`src/rtl/bcd_display_mux_pkg.sv`:
```
// Shared definitions for the two-digit BCD display multiplexer.
//   state_t      : display scan states, cycled UNITS -> GAP_U -> TENS -> GAP_T
//   SEG_BLANK    : all segments off (active-low)
//   SEG_DASH     : middle bar only, shown for non-BCD codes
//   SEG_0..SEG_9 : active-low {g,f,e,d,c,b,a} patterns for the decimal digits
//   AN_*         : active-low digit-enable patterns
package bcd_display_mux_pkg;

  typedef enum logic [1:0] {
    S_UNITS = 2'd0,
    S_GAP_U = 2'd1,
    S_TENS  = 2'd2,
    S_GAP_T = 2'd3
  } state_t;

  localparam logic [6:0] SEG_BLANK = 7'h7F;
  localparam logic [6:0] SEG_DASH  = 7'h3F;

  localparam logic [6:0] SEG_0 = 7'h40;
  localparam logic [6:0] SEG_1 = 7'h79;
  localparam logic [6:0] SEG_2 = 7'h24;
  localparam logic [6:0] SEG_3 = 7'h30;
  localparam logic [6:0] SEG_4 = 7'h19;
  localparam logic [6:0] SEG_5 = 7'h12;
  localparam logic [6:0] SEG_6 = 7'h02;
  localparam logic [6:0] SEG_7 = 7'h78;
  localparam logic [6:0] SEG_8 = 7'h00;
  localparam logic [6:0] SEG_9 = 7'h10;

  localparam logic [1:0] AN_OFF   = 2'b11;
  localparam logic [1:0] AN_UNITS = 2'b10;
  localparam logic [1:0] AN_TENS  = 2'b01;

endpackage

```
`src/rtl/bcd_display_mux_seg7_decode.sv`:
```
// seg7_decode: combinational BCD to active-low seven-segment decoder.
//   digit : 4-bit BCD code; 10..15 are treated as invalid
//   seg   : active-low segments {g,f,e,d,c,b,a}; invalid codes show a dash
module seg7_decode (
  input  logic [3:0] digit,
  output logic [6:0] seg
);
  import bcd_display_mux_pkg::*;

  always_comb begin
    seg = SEG_DASH;
    case (digit)
      4'd0:    seg = SEG_0;
      4'd1:    seg = SEG_1;
      4'd2:    seg = SEG_2;
      4'd3:    seg = SEG_3;
      4'd4:    seg = SEG_4;
      4'd5:    seg = SEG_5;
      4'd6:    seg = SEG_6;
      4'd7:    seg = SEG_7;
      4'd8:    seg = SEG_8;
      4'd9:    seg = SEG_9;
      default: seg = SEG_DASH;
    endcase
  end

endmodule

```
`src/rtl/bcd_display_mux.sv`:
```
// bcd_display_mux: time-multiplexes a two-digit BCD value onto a common
// seven-segment display with a blank gap between digits to avoid ghosting.
//   REFRESH_DIV  : cycles each digit is lit (2..2^20)
//   BLANK_CYCLES : cycles of all-off gap between digits (1..2^20)
//   clk          : single clock, rising edge
//   rst          : synchronous, active-high reset
//   tens, units  : BCD digits (10..15 invalid, shown as a dash)
//   load         : captures tens/units into the shadow pair when high
//   lzb_en       : leading-zero blanking of the tens digit
//   an           : active-low digit enables, an[0]=units, an[1]=tens
//   seg          : active-low segments {g,f,e,d,c,b,a}
module bcd_display_mux #(
  parameter int REFRESH_DIV  = 50000,
  parameter int BLANK_CYCLES = 16
) (
  input  logic       clk,
  input  logic       rst,
  input  logic [3:0] tens,
  input  logic [3:0] units,
  input  logic       load,
  input  logic       lzb_en,
  output logic [1:0] an,
  output logic [6:0] seg
);
  import bcd_display_mux_pkg::*;

  // Wide enough to hold 2^20 - 1, the largest terminal count.
  localparam int CNT_W = 21;
  localparam logic [CNT_W-1:0] LIT_LAST = CNT_W'(REFRESH_DIV - 1);
  localparam logic [CNT_W-1:0] GAP_LAST = CNT_W'(BLANK_CYCLES - 1);

  state_t           state;
  state_t           nxt;
  logic [CNT_W-1:0] cnt;
  logic             at_end;
  logic             enter_units;

  logic [3:0] sh_t, sh_u;
  logic [3:0] d_t, d_u;
  logic [3:0] d_t_nxt, d_u_nxt;
  logic [3:0] dig;
  logic [6:0] dec_seg;
  logic       blank_tens;

  always_comb begin
    nxt    = S_GAP_U;
    at_end = 1'b0;
    case (state)
      S_UNITS: begin nxt = S_GAP_U; at_end = (cnt == LIT_LAST); end
      S_GAP_U: begin nxt = S_TENS;  at_end = (cnt == GAP_LAST); end
      S_TENS:  begin nxt = S_GAP_T; at_end = (cnt == LIT_LAST); end
      S_GAP_T: begin nxt = S_UNITS; at_end = (cnt == GAP_LAST); end
      default: begin nxt = S_GAP_T; at_end = 1'b1; end
    endcase
  end

  assign enter_units = at_end && (nxt == S_UNITS);

  // The display pair is refreshed from the shadow only on the frame
  // boundary; the outputs registered on that same edge must already see the
  // refreshed value, so the mux works on the next-cycle display pair.
  assign d_t_nxt = enter_units ? sh_t : d_t;
  assign d_u_nxt = enter_units ? sh_u : d_u;

  assign dig = (nxt == S_UNITS) ? d_u_nxt : d_t_nxt;

  seg7_decode u_dec (
    .digit (dig),
    .seg   (dec_seg)
  );

  // Only a genuine zero is blanked; an invalid tens code still shows a dash.
  assign blank_tens = lzb_en && (d_t_nxt == 4'd0);

  always_ff @(posedge clk) begin
    if (rst) begin
      state <= S_GAP_T;
      cnt   <= '0;
      sh_t  <= 4'd0;
      sh_u  <= 4'd0;
      d_t   <= 4'd0;
      d_u   <= 4'd0;
      an    <= AN_OFF;
      seg   <= SEG_BLANK;
    end else begin
      if (load) begin
        sh_t <= tens;
        sh_u <= units;
      end
      d_t <= d_t_nxt;
      d_u <= d_u_nxt;
      if (at_end) begin
        state <= nxt;
        cnt   <= '0;
        case (nxt)
          S_UNITS: begin
            an  <= AN_UNITS;
            seg <= dec_seg;
          end
          S_TENS: begin
            if (blank_tens) begin
              an  <= AN_OFF;
              seg <= SEG_BLANK;
            end else begin
              an  <= AN_TENS;
              seg <= dec_seg;
            end
          end
          default: begin
            an  <= AN_OFF;
            seg <= SEG_BLANK;
          end
        endcase
      end else begin
        cnt <= cnt + 1'b1;
      end
    end
  end

endmodule

```
`config.mk`:
```
export PLATFORM = sky130hd
export DESIGN_NAME = bcd_display_mux
export DESIGN_NICKNAME = d
export VERILOG_FILES = /design/src/rtl/bcd_display_mux_pkg.sv /design/src/rtl/bcd_display_mux_seg7_decode.sv /design/src/rtl/bcd_display_mux.sv
export SDC_FILE = /design/constraint.sdc
export NUM_CORES = 1
export LEC_CHECK = 0
export CORE_ASPECT_RATIO = 0.75
export CORE_MARGIN = 2
export CORE_UTILIZATION = 50
export CTS_BUF_LIST = sky130_fd_sc_hd__clkbuf_2
export CTS_CLUSTER_DIAMETER = 80
export DETAILED_ROUTE_END_ITERATION = 10
export MAX_ROUTING_LAYER = met4
export PLACE_DENSITY = 0.73
export SETUP_SLACK_MARGIN = 0.4
export SYNTH_ARGS = -nofsm -noshare
export SYNTH_HDL_FRONTEND = slang
export SYNTH_SLANG_ARGS = --single-unit
```
`constraint.sdc`:
```
create_clock -name clk -period 7.8 [get_ports clk]
set_input_delay 1.56 -clock clk [delete_from_list [all_inputs] [get_ports clk]]
set_output_delay 1.56 -clock clk [all_outputs]
set_load 0.03 [all_outputs]
```
* After elaboration in Yosys (flattened, before gate mapping)
Memory sizes are Yosys's and may differ from the RTL's.
Index checks and enable logic that the tools add are counted.
** Word-level totals
- Memories kept :: 1
- Logic and storage cells :: 33
- Latch bits :: 0
- ROM bits :: 112
- Register bits after elaboration :: 48
- Output and inout bits :: 9
- Input port bits :: 12
- Bits in writable memories :: 0
** Operators by class
- Add/subtract/negate cells :: 1
- Shift-type cells :: 0
- Eq/ne operators :: 6
- Reductions and logical operators :: 8
- Div/mod/pow operators :: 0
- $lt $le $gt $ge :: 0
- Muxes and demuxes :: 9
- Bitwise gates (word level) :: 0
- $mul :: 0
** Memory list
- (name not given) :: depth 16, width 7, rd ports 1, clocked after Yosys merged registers in 0, wr ports 0, line bcd_display_mux_seg7_decode.sv:12 : case (digit)
** Operator list (number)
- adder 21 x 1 -> 21 bit (second input constant) :: 1
- == test 21 x 16 -> 1 bit (second input constant) :: 1
- == test 21 x 4 -> 1 bit (second input constant) :: 1
- case mux 7 bit (2 select lines) :: 1
- two-way mux 4 bit :: 3
- case mux 2 bit (4 select lines) :: 1
- two-way mux 7 bit :: 1
- == test 2 bit (second input constant) :: 3
- OR reduction 2 bit :: 3
- logical NOT 2 bit :: 2
- logical NOT 4 bit :: 1
- case mux 2 bit (2 select lines) :: 1
- == test 2 x 1 -> 1 bit (second input constant) :: 1
- logical AND 1 bit :: 2
- two-way mux 2 bit :: 1
- case mux 1 bit (2 select lines) :: 1

* Depth between registers and ports, before layout
- Depth after elaboration :: 9
- Depth in mapped cells :: 14
- Mapped depth without buffers :: 13

* Modules after synthesis
A second synthesis with hierarchy kept.
** Second synthesis, totals
- Cells, all modules :: 280
- Area total of the unflattened synthesis :: 2434.8 µm²
** Modules (own cells, without submodules)
- bcd_display_mux :: sequential area each 960.9 µm², times used 1, area an instance 2194.6 µm², cells each 249
- seg7_decode :: sequential area each 0.0 µm², times used 1, area an instance 240.2 µm², cells each 31

* Worst setup path before layout
No wires, ideal clock.
- Path type :: reg-to-reg
- Start :: register cnt[6]
- End :: register seg[3]
- Path buffers :: 0
- Stages on the path, launching flop included :: 12
- Library setup time :: 0.058 ns
- Period minus slack after synthesis :: 2.817 ns
- Arrival time :: 2.758 ns
- Slack :: 4.983 ns
- Required time :: 7.742 ns
- Path through :: dfxtp_1 > or4_1 > or3_4 > a21oi_2 > nand2_1 > a31oi_1 > inv_1 > ha_1 > inv_1 > nor2_2 > a211oi_1 > o22a_1
** Between the ends
- Longest elaborated chain between the ends :: 8
- Elaborated cells between the ends (all ways) :: 12
- Classes of those cells :: eq/ne: 2; mux: 6; reduce/logical: 3; memory: 1
** Ends and longest elaborated chain
- start: declaration :: line bcd_display_mux.sv:34 : logic [CNT_W-1:0] cnt;
- start signal: assignment :: line bcd_display_mux.sv:115 : cnt <= cnt + 1'b1;
- == test 21 x 4 -> 1 bit / == test 21 x 16 -> 1 bit (equally long branches)
- case mux 1 bit (2 select lines) (*) :: line bcd_display_mux.sv:48 : case (state)
- logical AND 1 bit :: line bcd_display_mux.sv:57 : assign enter_units = at_end && (nxt == S_UNITS);
- two-way mux 4 bit, on equally long branches :: line bcd_display_mux.sv:62, bcd_display_mux.sv:63
- two-way mux 4 bit / logical NOT 4 bit (equally long branches) :: line bcd_display_mux.sv:65, bcd_display_mux.sv:73
- memory read (16 x 7 bit) / logical AND 1 bit (equally long branches)
- two-way mux 7 bit :: line bcd_display_mux.sv:101 : if (blank_tens) begin
- case mux 7 bit (2 select lines) :: line bcd_display_mux.sv:95 : case (nxt)
- end signal: assignment :: line bcd_display_mux.sv:98 : seg <= dec_seg;
- end signal: assignment :: line bcd_display_mux.sv:106 : seg <= dec_seg;
- end: declaration :: line bcd_display_mux.sv:23 : output logic [6:0] seg
Mark *: on every way between the ends. The rest lies on a longest branch, timed or not.
A chain may end at the register's enable or synchronous reset.

* Worst setup path after layout
- Start :: register state[0]
- End :: register seg[5]
** Between the ends
- Longest elaborated chain between the ends :: 9
- Elaborated cells between the ends (all ways) :: 19
- Classes of those cells :: eq/ne: 4; mux: 7; reduce/logical: 7; memory: 1
** Ends and longest elaborated chain
- start: declaration :: line bcd_display_mux.sv:32 : state_t state;
- start signal: assignment :: line bcd_display_mux.sv:93 : state <= nxt;
- == test 2 bit, or another cell as far along :: line bcd_display_mux.sv:48
- case mux 2 bit (4 select lines) / OR reduction 2 bit (equally long branches)
- logical NOT 2 bit / case mux 1 bit (2 select lines) (equally long branches)
- logical AND 1 bit :: line bcd_display_mux.sv:57
- two-way mux 4 bit, on equally long branches :: line bcd_display_mux.sv:62, bcd_display_mux.sv:63
- two-way mux 4 bit / logical NOT 4 bit (equally long branches) :: line bcd_display_mux.sv:65, bcd_display_mux.sv:73
- memory read (16 x 7 bit) / logical AND 1 bit (equally long branches)
- two-way mux 7 bit :: line bcd_display_mux.sv:101
- case mux 7 bit (2 select lines) :: line bcd_display_mux.sv:95
Several ways; a longest one is shown, not always the timed one.

==> results.py <==
metrics = {
    "routing": {
        "met1Wirelength_um": 2290,
        "top_layer_used": "met4",
        "drc": 0,
        "wl_met3_um": 143,
        "wl_um": 4090,
        "ant_nets": 0,
        "wl_met2_um": 1590,
        "wl_per_cell_um": 12.6,
        "drtIter0Drc": 107,
        "dr.pass1.iters": 4,
        "vias": 1682,
        "vias_per_cell": 5.19,
    },
    "power_and_ir_drop": {
        "power.total_mw": 0.407,
        "vdd.ir_drop.worst_v": 0.000102,
        "p_per_area_nw_per_um2": 159,
        "leakagePower_nw": 1.12,
    },
    "clock_tree": {
        "cts_htree_levels": 2,
        "path_clk_slew_ns": 0.26,
        "ctsResizeCount": 0,
        "cts_buffers": 5,
        "holdBufCountCts": 0,
        "cts.sinks": 48,
        "post-cts-setup-buffer-count": 0,
        "ctsLongestPathBuffers": 2,
        "clock_latency_ns": 0.43,
        "cts-root-buf": "clkbuf_2",
        "cts_tree": "done",
    },
    "grt": {
        "grt_max_degree": 27,
        "overflow": 0,
        "grt_pass1_wl_um": 7180,
        "antenna_found_initial": 0,
        "grt_pass1_vias": 1609,
        "grt_use_total_pct": 18.6,
    },
    "logic_synthesis": {
        "async_reset_ff_share_pct": 0,
        "ys_seq_area_share_pct": 42.6,
        "ys_ff_latch": 48,
        "synth_nets": 272,
        "netlist_top_cells_area": "dfxtp_1, nor2_1, mux2i_1",
        "yosys.area.top_type": "dfxtp_1",
        "ys_warn_count": 0,
        "synth_top_area_share_pct": 42.6,
        "avgSynthCellArea_um2": 9.13,
        "synth_cell_types": 36,
        "ys_dominant_reg_cell": "dfxtp_1",
        "synth_edf_count": 0,
        "netlist_area_um2": 2250,
        "syn_inst": 247,
    },
    "sta": {
        "finalSetupTns_ns": 0,
        "hold_viol": 0,
        "maxSlewViolCount": 0,
        "fmax_mhz": 285,
        "worstMarginPinSlew_ns": 0.822,
        "fin_crit_sh_pct": 44.9,
        "skew_ns": 0.0282,
        "fin_hold_ws_ns": 0.483,
        "rsz0062_at_grt": "no",
        "finalSetupViolations": 0,
        "min_period_ns": 3.50,
        "maxSlewHeadroom_pct": 45.1,
    },
    "setup_path": {
        "cpPeakStageDelay_ns": 0.71,
        "required_ns": 8.17,
        "start_kind": "flop",
        "r2r_cells": 9,
        "path_cells": "ha_1 > nor2_1 > or3_4 > a21o_1 > a311oi_1 > inv_1 > ha_1 > o211a_1 > o22a_1",
        "cp.arrival_ns": 3.87,
        "critPathMaxFanout": 15,
        "cp_common_cell": "ha_1",
        "end_kind": "flop",
        "crit_path_top_delay_cell": "a311oi_1",
        "rrSetupSlack_ns": 4.30,
        "timing_worst_setup_path_type": "flop to flop",
    },
    "floorplanning": {
        "die_y_um": 62.2,
        "core_area_um2": 4390,
        "rows": 21,
        "fp.dieW_um": 81.5,
        "initial_utilization_pct": 51.4,
        "num_io_pins": 21,
        "dieArea_um2": 5070,
    },
    "flow_run": {
        "cap_violations": 0,
    },
    "hold_path": {
        "hold_path_depth": 1,
        "hp-class": "flop to flop",
    },
    "place": {
        "port_buffers": 20,
        "gp_congestion": 0.825,
        "dp.cells": 316,
        "dp.final_hpwl_um": 2990,
    },
    "finish": {
        "layout.cells.non_filler": 324,
        "layout-drive-gt1-share_pct": 4.49,
        "diodes": 0,
        "final_nets": 291,
        "area_growth_syn_to_layout_pct": 13.3,
        "final_util_pct": 58.2,
    },
    "status": {
        "outcome": "completed",
    },
}
==> registers in the layout, summed over array words and instances (netlist names) <==
name	cells
cnt	21
seg	7
d_t	4
d_u	4
sh_t	4
sh_u	4
an	2
state	2
==> final timing paths <==
path | end | startpoint
max | seg[5] | state[0]
max reg2reg | seg[5] | state[0]
min | cnt[0] | cnt[0]
min reg2reg | cnt[0] | cnt[0]
==> kinds of logic after synthesis <==
kind of cell               after synthesis  share of synthesized area (%)
and+or+nand+nor                        105                           22.0
DFF                                     48                           42.6
AOI/OAI and AO/OA                       29                           10.2
xor gates and xnor gates                18                           6.99
buffers and inverters                   17                           3.50
muxes                                   17                           7.55
adders and majority gates               13                           7.21
==> worst max-delay path: cells and delay by family, from the launching register on <==
kind	cells	cell delay, ns
compound gates	4	1.49
fa+ha+maj	2	0.77
buf+inv	1	0.21
flops	1	0.48
simple gates	2	0.52
==> report_power, final <==
| group | leakage, nW | internal (mW) | switching, mW | total (mW) |
|---|---|---|---|---|
| Sequential | 0.389 | 0.250 | 0.00305 | 0.253 |
| Clock | 0.0431 | 0.0554 | 0.0814 | 0.137 |
| Combinational | 0.683 | 0.00907 | 0.00791 | 0.0170 |
| Total | 1.12 | 0.314 | 0.0924 | 0.407 |
==> through the flow <==
stage / setup WS [ns] / cell area, um^2
4_1_cts: 4.29 / 2550
5_1_grt: 3.94 / 2550
3_5_place_dp: 4.07 / 2480
6_report: 4.30 / 2550
3_3_place_gp: 4.09 / 2480
2_1_floorplan: 4.98 / 2250
==> Yosys cell counts, types with 3 or more instances <==
| master | count |
|---|---|
| a211oi_1 | 5 |
| a21oi_1 | 4 |
| and3_1 | 10 |
| clkbuf_1 | 6 |
| dfxtp_1 | 48 |
| ha_1 | 13 |
| inv_1 | 9 |
| mux2i_1 | 17 |
| nand2_1 | 17 |
| nand3_1 | 8 |
| nand4_1 | 5 |
| nor2_1 | 46 |
| nor2b_1 | 5 |
| nor4_1 | 5 |
| o211ai_1 | 3 |
| o22a_1 | 5 |
| xnor2_1 | 10 |
| xor2_1 | 8 |
==> placed cells by master (no fill, tap or decap), types with 2 or more instances in the layout <==
cell             count
clkbuf_2             5
clkdlybuf4s50_1     20
dfxtp_1             48
xnor2_1             10
clkinv_4             2
nor4_1               5
a21o_1               2
mux2i_1             17
nand3_1              8
a211oi_1             5
nand2_1             17
a21oi_1              4
nor2b_1              5
nor2_1              46
o21ai_0              2
and3_1              10
xor2_1               8
o22a_1               5
and2_1               2
inv_1                9
nand4_1              5
or3_1                2
o211ai_1             3
ha_1                13
==> final cells by class <==
type | instances | area, um^2
Fill cell | 383 | 1830
Multi-Input combinational cell | 182 | 1210
Sequential cell | 48 | 961
Timing Repair Buffer | 20 | 200
Tap cell | 57 | 71.3
Clock inverter | 3 | 47.5
Inverter | 9 | 33.8
Clock buffer | 5 | 25.0
==> metal layers <==
| metal | GRT usage, % | vias up |
|---|---|---|
| li1 | - | 884 |
| met1 | 27.0 | 765 |
| met2 | 25.5 | 25 |
| met3 | 3.92 | 8 |
| met4 | 6.36 | 0 |
| met5 | - | - |
(Power assumes the default switching activity.)
